`config.mk`:
```
export PLATFORM = sky130hd
export DESIGN_NAME = seven_segment_capture
export DESIGN_NICKNAME = d
export VERILOG_FILES = /design/src/rtl/seven_segment_capture.sv
export SDC_FILE = /design/constraint.sdc
export NUM_CORES = 1
export LEC_CHECK = 0
export ABC_AREA = 1
export BUFFER_PORTS_ARGS = -buffer_cell sky130_fd_sc_hd__buf_4
export CAP_MARGIN = 20
export CORE_MARGIN = 3
export CORE_UTILIZATION = 37
export CTS_BUF_LIST = sky130_fd_sc_hd__clkbuf_2
export DETAILED_ROUTE_END_ITERATION = 6
export SLEW_MARGIN = 15
export SYNTH_ARGS = -nofsm -noshare
export SYNTH_HDL_FRONTEND = slang
export SYNTH_SLANG_ARGS = --single-unit
```
`constraint.sdc`:
```
create_clock -name clk -period 1.5 [get_ports clk]
set_input_delay 0.075 -clock clk [delete_from_list [all_inputs] [get_ports clk]]
set_output_delay 0.075 -clock clk [all_outputs]
set_load 0.02 [all_outputs]
```
`src/rtl/seven_segment_capture.sv`:
```
// seven_segment_capture
//   Receive side of a multiplexed seven-segment display bus. The scanned
//   DIGIT/DISPLAY bus comes from another clock domain: it is synchronised,
//   each digit dwell is captured once after it has settled, and the segment
//   pattern is decoded back to BCD. Complete 4-digit frames are published on
//   value/digit_err, and stale flags a scan that has stopped producing frames.
//
// Ports
//   clk          in   1   system clock, rising edge
//   reset        in   1   asynchronous, active-low reset
//   DIGIT        in   4   anode select, active-low; DIGIT[i]=0 selects position i
//   DISPLAY      in   7   segments, active-low, {g,f,e,d,c,b,a}
//   value        out  16  last complete frame {BCD3,BCD2,BCD1,BCD0}
//   digit_err    out  4   per-position invalid-pattern flags for value
//   frame_valid  out  1   one-cycle pulse when value/digit_err update
//   stale        out  1   no frame completed for TIMEOUT_CYCLES cycles
module seven_segment_capture #(
  parameter int STABLE_CYCLES  = 4,
  parameter int TIMEOUT_CYCLES = 1048576
) (
  input  logic        clk,
  input  logic        reset,
  input  logic [3:0]  DIGIT,
  input  logic [6:0]  DISPLAY,
  output logic [15:0] value,
  output logic [3:0]  digit_err,
  output logic        frame_valid,
  output logic        stale
);

  localparam int CW = $clog2(STABLE_CYCLES + 1);
  localparam int TW = (TIMEOUT_CYCLES > 1) ? $clog2(TIMEOUT_CYCLES) : 1;
  localparam logic [CW-1:0] CNT_MAX  = CW'(STABLE_CYCLES);
  // cnt lags the run of identical samples by two: one for the edge that saw
  // the change, one for the equality seen on the capturing edge itself.
  localparam logic [CW-1:0] CNT_CAP  = CW'(STABLE_CYCLES - 2);
  localparam logic [TW-1:0] TCNT_MAX = TW'(TIMEOUT_CYCLES - 1);

  typedef enum logic [1:0] {HUNT, SETTLE, HOLD} state_t;

  // Returns {err, nibble} for an active-low segment pattern.
  function automatic logic [4:0] decode_seg(input logic [6:0] seg);
    logic [4:0] r;
    case (seg)
      7'b1000000: r = {1'b0, 4'h0};
      7'b1111001: r = {1'b0, 4'h1};
      7'b0100100: r = {1'b0, 4'h2};
      7'b0110000: r = {1'b0, 4'h3};
      7'b0011001: r = {1'b0, 4'h4};
      7'b0010010: r = {1'b0, 4'h5};
      7'b0000010: r = {1'b0, 4'h6};
      7'b1111000: r = {1'b0, 4'h7};
      7'b0000000: r = {1'b0, 4'h8};
      7'b0010000: r = {1'b0, 4'h9};
      7'b1111111: r = {1'b0, 4'hF};
      default:    r = {1'b1, 4'hE};
    endcase
    return r;
  endfunction

  logic [10:0]   r_sync_p0, r_sync_p1, r_prev;
  logic [CW-1:0] r_cnt;
  state_t        r_state;
  logic [15:0]   r_stage;
  logic [3:0]    r_err_stage, r_seen;
  logic [15:0]   r_value;
  logic [3:0]    r_digit_err;
  logic          r_frame_valid, r_stale;
  logic [TW-1:0] r_tcnt;

  logic [3:0] w_sel;
  logic       w_onehot, w_same, w_dig_chg, w_cap, w_frame;
  logic [4:0] w_dec;

  // Synchroniser stages; idle bus (all ones) out of reset.
  always_ff @(posedge clk or negedge reset) begin
    if (!reset) begin
      r_sync_p0 <= '1;
      r_sync_p1 <= '1;
      r_prev    <= '1;
    end else begin
      r_sync_p0 <= {DIGIT, DISPLAY};
      r_sync_p1 <= r_sync_p0;
      r_prev    <= r_sync_p1;
    end
  end

  // Synced-sample qualification
  assign w_sel     = ~r_sync_p1[10:7];
  assign w_onehot  = (w_sel != 4'd0) && ((w_sel & (w_sel - 4'd1)) == 4'd0);
  assign w_same    = (r_sync_p1 == r_prev);
  assign w_dig_chg = (r_sync_p1[10:7] != r_prev[10:7]);
  assign w_cap     = (r_state == SETTLE) && w_onehot && w_same && (r_cnt >= CNT_CAP);
  assign w_dec     = decode_seg(r_sync_p1[6:0]);
  assign w_frame   = (r_seen == 4'hF);

  always_ff @(posedge clk or negedge reset) begin
    if (!reset) begin
      r_cnt <= '0;
    end else if (!w_same) begin
      r_cnt <= '0;
    end else if (r_cnt != CNT_MAX) begin
      r_cnt <= r_cnt + 1'b1;
    end
  end

  // Dwell tracking: HOLD blocks further captures until DIGIT moves on.
  always_ff @(posedge clk or negedge reset) begin
    if (!reset) begin
      r_state <= HUNT;
    end else begin
      case (r_state)
        HUNT:    if (w_onehot) r_state <= SETTLE;
        SETTLE:  if (!w_onehot) r_state <= HUNT;
                 else if (w_cap) r_state <= HOLD;
        HOLD:    if (w_dig_chg) r_state <= w_onehot ? SETTLE : HUNT;
        default: r_state <= HUNT;
      endcase
    end
  end

  // Capture staging and frame publication
  always_ff @(posedge clk or negedge reset) begin
    if (!reset) begin
      r_stage       <= '0;
      r_err_stage   <= '0;
      r_seen        <= '0;
      r_value       <= '0;
      r_digit_err   <= '0;
      r_frame_valid <= 1'b0;
    end else begin
      r_frame_valid <= w_frame;
      if (w_frame) begin
        r_value     <= r_stage;
        r_digit_err <= r_err_stage;
      end
      for (int i = 0; i < 4; i++) begin
        if (w_cap && w_sel[i]) begin
          r_stage[i*4 +: 4] <= w_dec[3:0];
          r_err_stage[i]    <= w_dec[4];
        end
      end
      // A capture landing on the publishing edge starts the next frame.
      r_seen <= (w_frame ? 4'h0 : r_seen) | (w_cap ? w_sel : 4'h0);
    end
  end

  // Stall detection; a completing frame overrides a same-edge timeout.
  always_ff @(posedge clk or negedge reset) begin
    if (!reset) begin
      r_tcnt  <= '0;
      r_stale <= 1'b1;
    end else if (w_frame) begin
      r_tcnt  <= '0;
      r_stale <= 1'b0;
    end else if (r_tcnt == TCNT_MAX) begin
      r_stale <= 1'b1;
    end else begin
      r_tcnt <= r_tcnt + 1'b1;
    end
  end

  assign value       = r_value;
  assign digit_err   = r_digit_err;
  assign frame_valid = r_frame_valid;
  assign stale       = r_stale;

endmodule

```
==> summary.md <==
| Metric | Value |
|---|---|
| Outcome | finished, violations left |
| Failing checks | setup timing |
| Rel. slew slack | 67.72% |
| Worst Tran Pin Value | 0.4826 ns |
| Largest net degree at the start of global routing | 69 |
| Worst path arrival time | 2.42 ns |
| Die height | 119.0 um |
| Commonest cells after routing, fill and taps aside | nand2_1 (147), buf_4 (103), dfrtp_1 (70) |
| Mapped Area | 0.004721 mm2 |
| Largest cells by area after synthesis | dfrtp_1 (37%), dfstp_2 (19%), nand2_1 (13%) |
| Post-DP HPWL | 7346 um |
| GP Congestion | 0.8844 |
| # fillers | 1105 |
| Reg-to-reg slack, setup | -0.34 ns |
| Clk sinks | 104 |
| Final Cell Area | 0.006519 mm2 |
| Rows | 40 |
| Post-Route Utilization | 53.16% |
| Clock-pin slew on the worst setup and hold paths | 0.34 ns |
| First-pass GRT wire length | 17980 um |
| FF-to-FF Start | r_sync_p1[4] |
| Vias in the first global route | 3733 |
| # DRC | 0 |
| Synthesis-to-finish area growth | 38.09% |
| Unique masters post-synth | 36 |
| Inserted Clock Buffers | 9 |
| Leak Pwr | 3.348 nW |
| Peak supply drop | 0.6299 mV |
| Syn nets | 550 |
| TritonCTS clock tree | done |
| Critical-path maximum fanout | 7 |
| Avg Synthesized Cell Area | 8.857 um2 |
| Drt total wl | 11070 um |
| Pwr Total | 4.831 mW |
| Final setup viols | 50 |
| CP Class | flip-flop to flip-flop |
| Final slew viol count | 0 |
| Hold_sp | DIGIT[1] |
| Top layer in use | met4 |
| Synthesized flop and latch total | 104 |
| Synth warnings | 0 |
| DRT iter0 DRCs | 179 |
| Fmax | 542.3 MHz |
| Via density per instance | 4.659 |
| Gate Count Post-Synth | 533 |
| CORE AREA | 0.01226 mm2 |
| Multi-input logic area | 0.002067 mm2 |
| Synth top area share | 37.11% |
| TritonRoute pass-1 iters | 4 |
| CP Cell Sequence | inv_2, nand2_2, nand2_2, nor2_4, nand2_4, nor2_8, buf_12, nand4_4, o21bai_1, nand2_1 |
| I/O pin cnt | 35 |
| Layout Nets | 697 |
| Worst-case clock buffer depth | 2 |
| Clk_lat worst skew | 0.65 ns |
| Share of cells above drive strength 1 | 38.10% |
| Post-route minimum period | 1.844 ns |
| Met3 Routed Length | 404 um |
| Hold WS | 0.08852 ns |
| Total GRT Usage | 15.94% |
| Seq. cell area | 0.002645 mm2 |
| Fin. Hold Viols | 0 |
| Global route overflow | 0 |
| Met1 WL | 4872 um |
| Root buffer cell | clkbuf_2 |
| Most common cell on crit path | nand2_2 |
| HP Class | input port to flip-flop |
| Register area share after synthesis | 56.03% |
| CP Launch Type | flip-flop |
| Slowest stage delay, CP | 0.63 ns |
| Final WS setup | -0.3441 ns |
| Hold Path Stages | 2 |
| RR Endpoint | r_stage[10] |
| IO buf count | 34 |
| Final Cycle Share | 122.9% |
| Via count of the routed design | 3974 |
| Skew final | 0.05543 ns |
| Die Wd | 119.0 um |
| RSZ-0062 raised after global routing | yes |
| H-tree depth | 3 |
| Wirelength per Cell | 12.98 um |
| Final ANT Viol Nets | 0 |
| Area leader, netlist | dfrtp_1 |
| Initial antenna violation count | 0 |
| Most common cell after layout, fill and taps aside | nand2_1 |
| Post-DP Area | 0.005717 mm2 |
| Hold endpoint | r_sync_p0[8] |
| Initial Util | 38.50% |
| R2r worst-path depth | 10 |
| Pwr/cell area | 741.1 mW/mm2 |
| Worst Path Required | 2.07 ns |
| Max_cap viols | 0 |
| CP Capture Type | flip-flop |
| Die area | 0.01415 mm2 |
| Met2 WL | 5650 um |
| Slowest CP cell | dfstp_2 |
| Antenna diode count | 0 |
## cell families (layout without fill, tap and decap cells)
family                   after synthesis  after routing  synth area share (%)
AO/OA/AOI/OAI                         49             49                 6.202
adder cells (fa/ha/maj)                4              4                 1.060
AND/OR/NAND/NOR                      296            298                 28.76
buffers and inverters                 72            222                 6.149
flip-flops                           104            104                 56.03
XOR/XNOR                               8              8                 1.802
## critical path, delay by kind of cell (launching register included)
kind / cells / cell delay [ns]
and+or+nand+nor: 7 / 0.73
DFF: 1 / 0.63
AOI/OAI and AO/OA: 1 / 0.21
buffers and inverters: 2 / 0.18
## Yosys cell counts
| library cell | n |
|---|---|
| a21oi_1 | 9 |
| a31oi_1 | 4 |
| buf_2 | 1 |
| buf_4 | 1 |
| buf_6 | 2 |
| clkbuf_1 | 5 |
| clkinv_1 | 1 |
| dfrtp_1 | 70 |
| dfstp_2 | 34 |
| ha_1 | 4 |
| inv_1 | 56 |
| inv_2 | 6 |
| nand2_1 | 165 |
| nand2_2 | 5 |
| nand2_4 | 1 |
| nand3_1 | 30 |
| nand3_2 | 1 |
| nand3_4 | 2 |
| nand3b_1 | 2 |
| nand4_1 | 9 |
| nand4_4 | 1 |
| nor2_1 | 53 |
| nor2_2 | 5 |
| nor2_4 | 6 |
| nor2_8 | 1 |
| nor3_1 | 9 |
| nor3_2 | 2 |
| o21ai_0 | 23 |
| o21ai_1 | 2 |
| o21bai_1 | 5 |
| o21bai_2 | 4 |
| o31ai_1 | 2 |
| or2_2 | 4 |
| xnor2_1 | 4 |
| xnor2_2 | 2 |
| xor2_1 | 2 |
## worst max-delay path by stage
stage	slack, ns	to	startpoint
after detailed placement	-0.26	r_stage[9]	r_sync_p1[5]
final	-0.34	r_stage[10]	r_sync_p1[4]
after floorplan	-0.12	r_stage[10]	r_sync_p1[7]
after global placement	-0.23	r_stage[7]	r_sync_p1[5]
after global routing	-0.44	r_err_stage[1]	r_sync_p1[4]
after CTS	-0.26	r_stage[5]	r_sync_p1[4]
## power breakdown
part           switching [mW]  internal, mW  leakage, nW
Clock                    1.05         0.443       0.0837
Sequential             0.0332          2.90         1.32
Combinational           0.211         0.188         1.94
## sequential cells by signal (all words and copies together), names as in the netlist
register	cells
r_tcnt	20
r_stage	16
value	16
r_prev	11
r_sync_p0	11
r_sync_p1	11
digit_err	4
r_err_stage	4
r_seen	4
r_cnt	3
r_state	2
frame_valid	1
stale	1
## cell type report
cell class / instances / area share [%]
Sequential cell: 104 / 40.58
Multi-Input combinational cell: 359 / 31.71
Timing Repair Buffer: 143 / 18.71
Inverter: 63 / 3.628
Tap cell: 168 / 3.225
Clock inverter: 7 / 1.459
Clock buffer: 9 / 0.6910
## per-stage QoR
stage | worst slack [ns] | TNS (ns) | std cells
2_1_floorplan | -0.1214 | -1.737 | 533
3_3_place_gp | -0.2310 | -3.894 | 797
3_5_place_dp | -0.2617 | -4.887 | 797
5_1_grt | -0.4394 | -13.48 | 853
4_1_cts | -0.2553 | -6.420 | 844
6_report | -0.3441 | -8.520 | 853
## repair_timing
| action | in CTS | in global routing |
|---|---|---|
| gates resized for setup | 34 | 41 |
| cloned | 2 | 0 |
| pin swaps | 17 | 29 |
| hold endpoints to repair | 115 | 2 |
| setup endpoints to repair | 48 | 51 |
| buffers inserted | 7 | 7 |
| hold buffers | 22 | 2 |
## routing by layer
metal | vias up | track usage (%)
met1 | 1925 | 20.25
met3 | 11 | 4.321
met2 | 59 | 26.75
met5 | - | 0
met4 | 0 | 4.562
li1 | 1979 | -
Power figures use the tool's default switching activity.
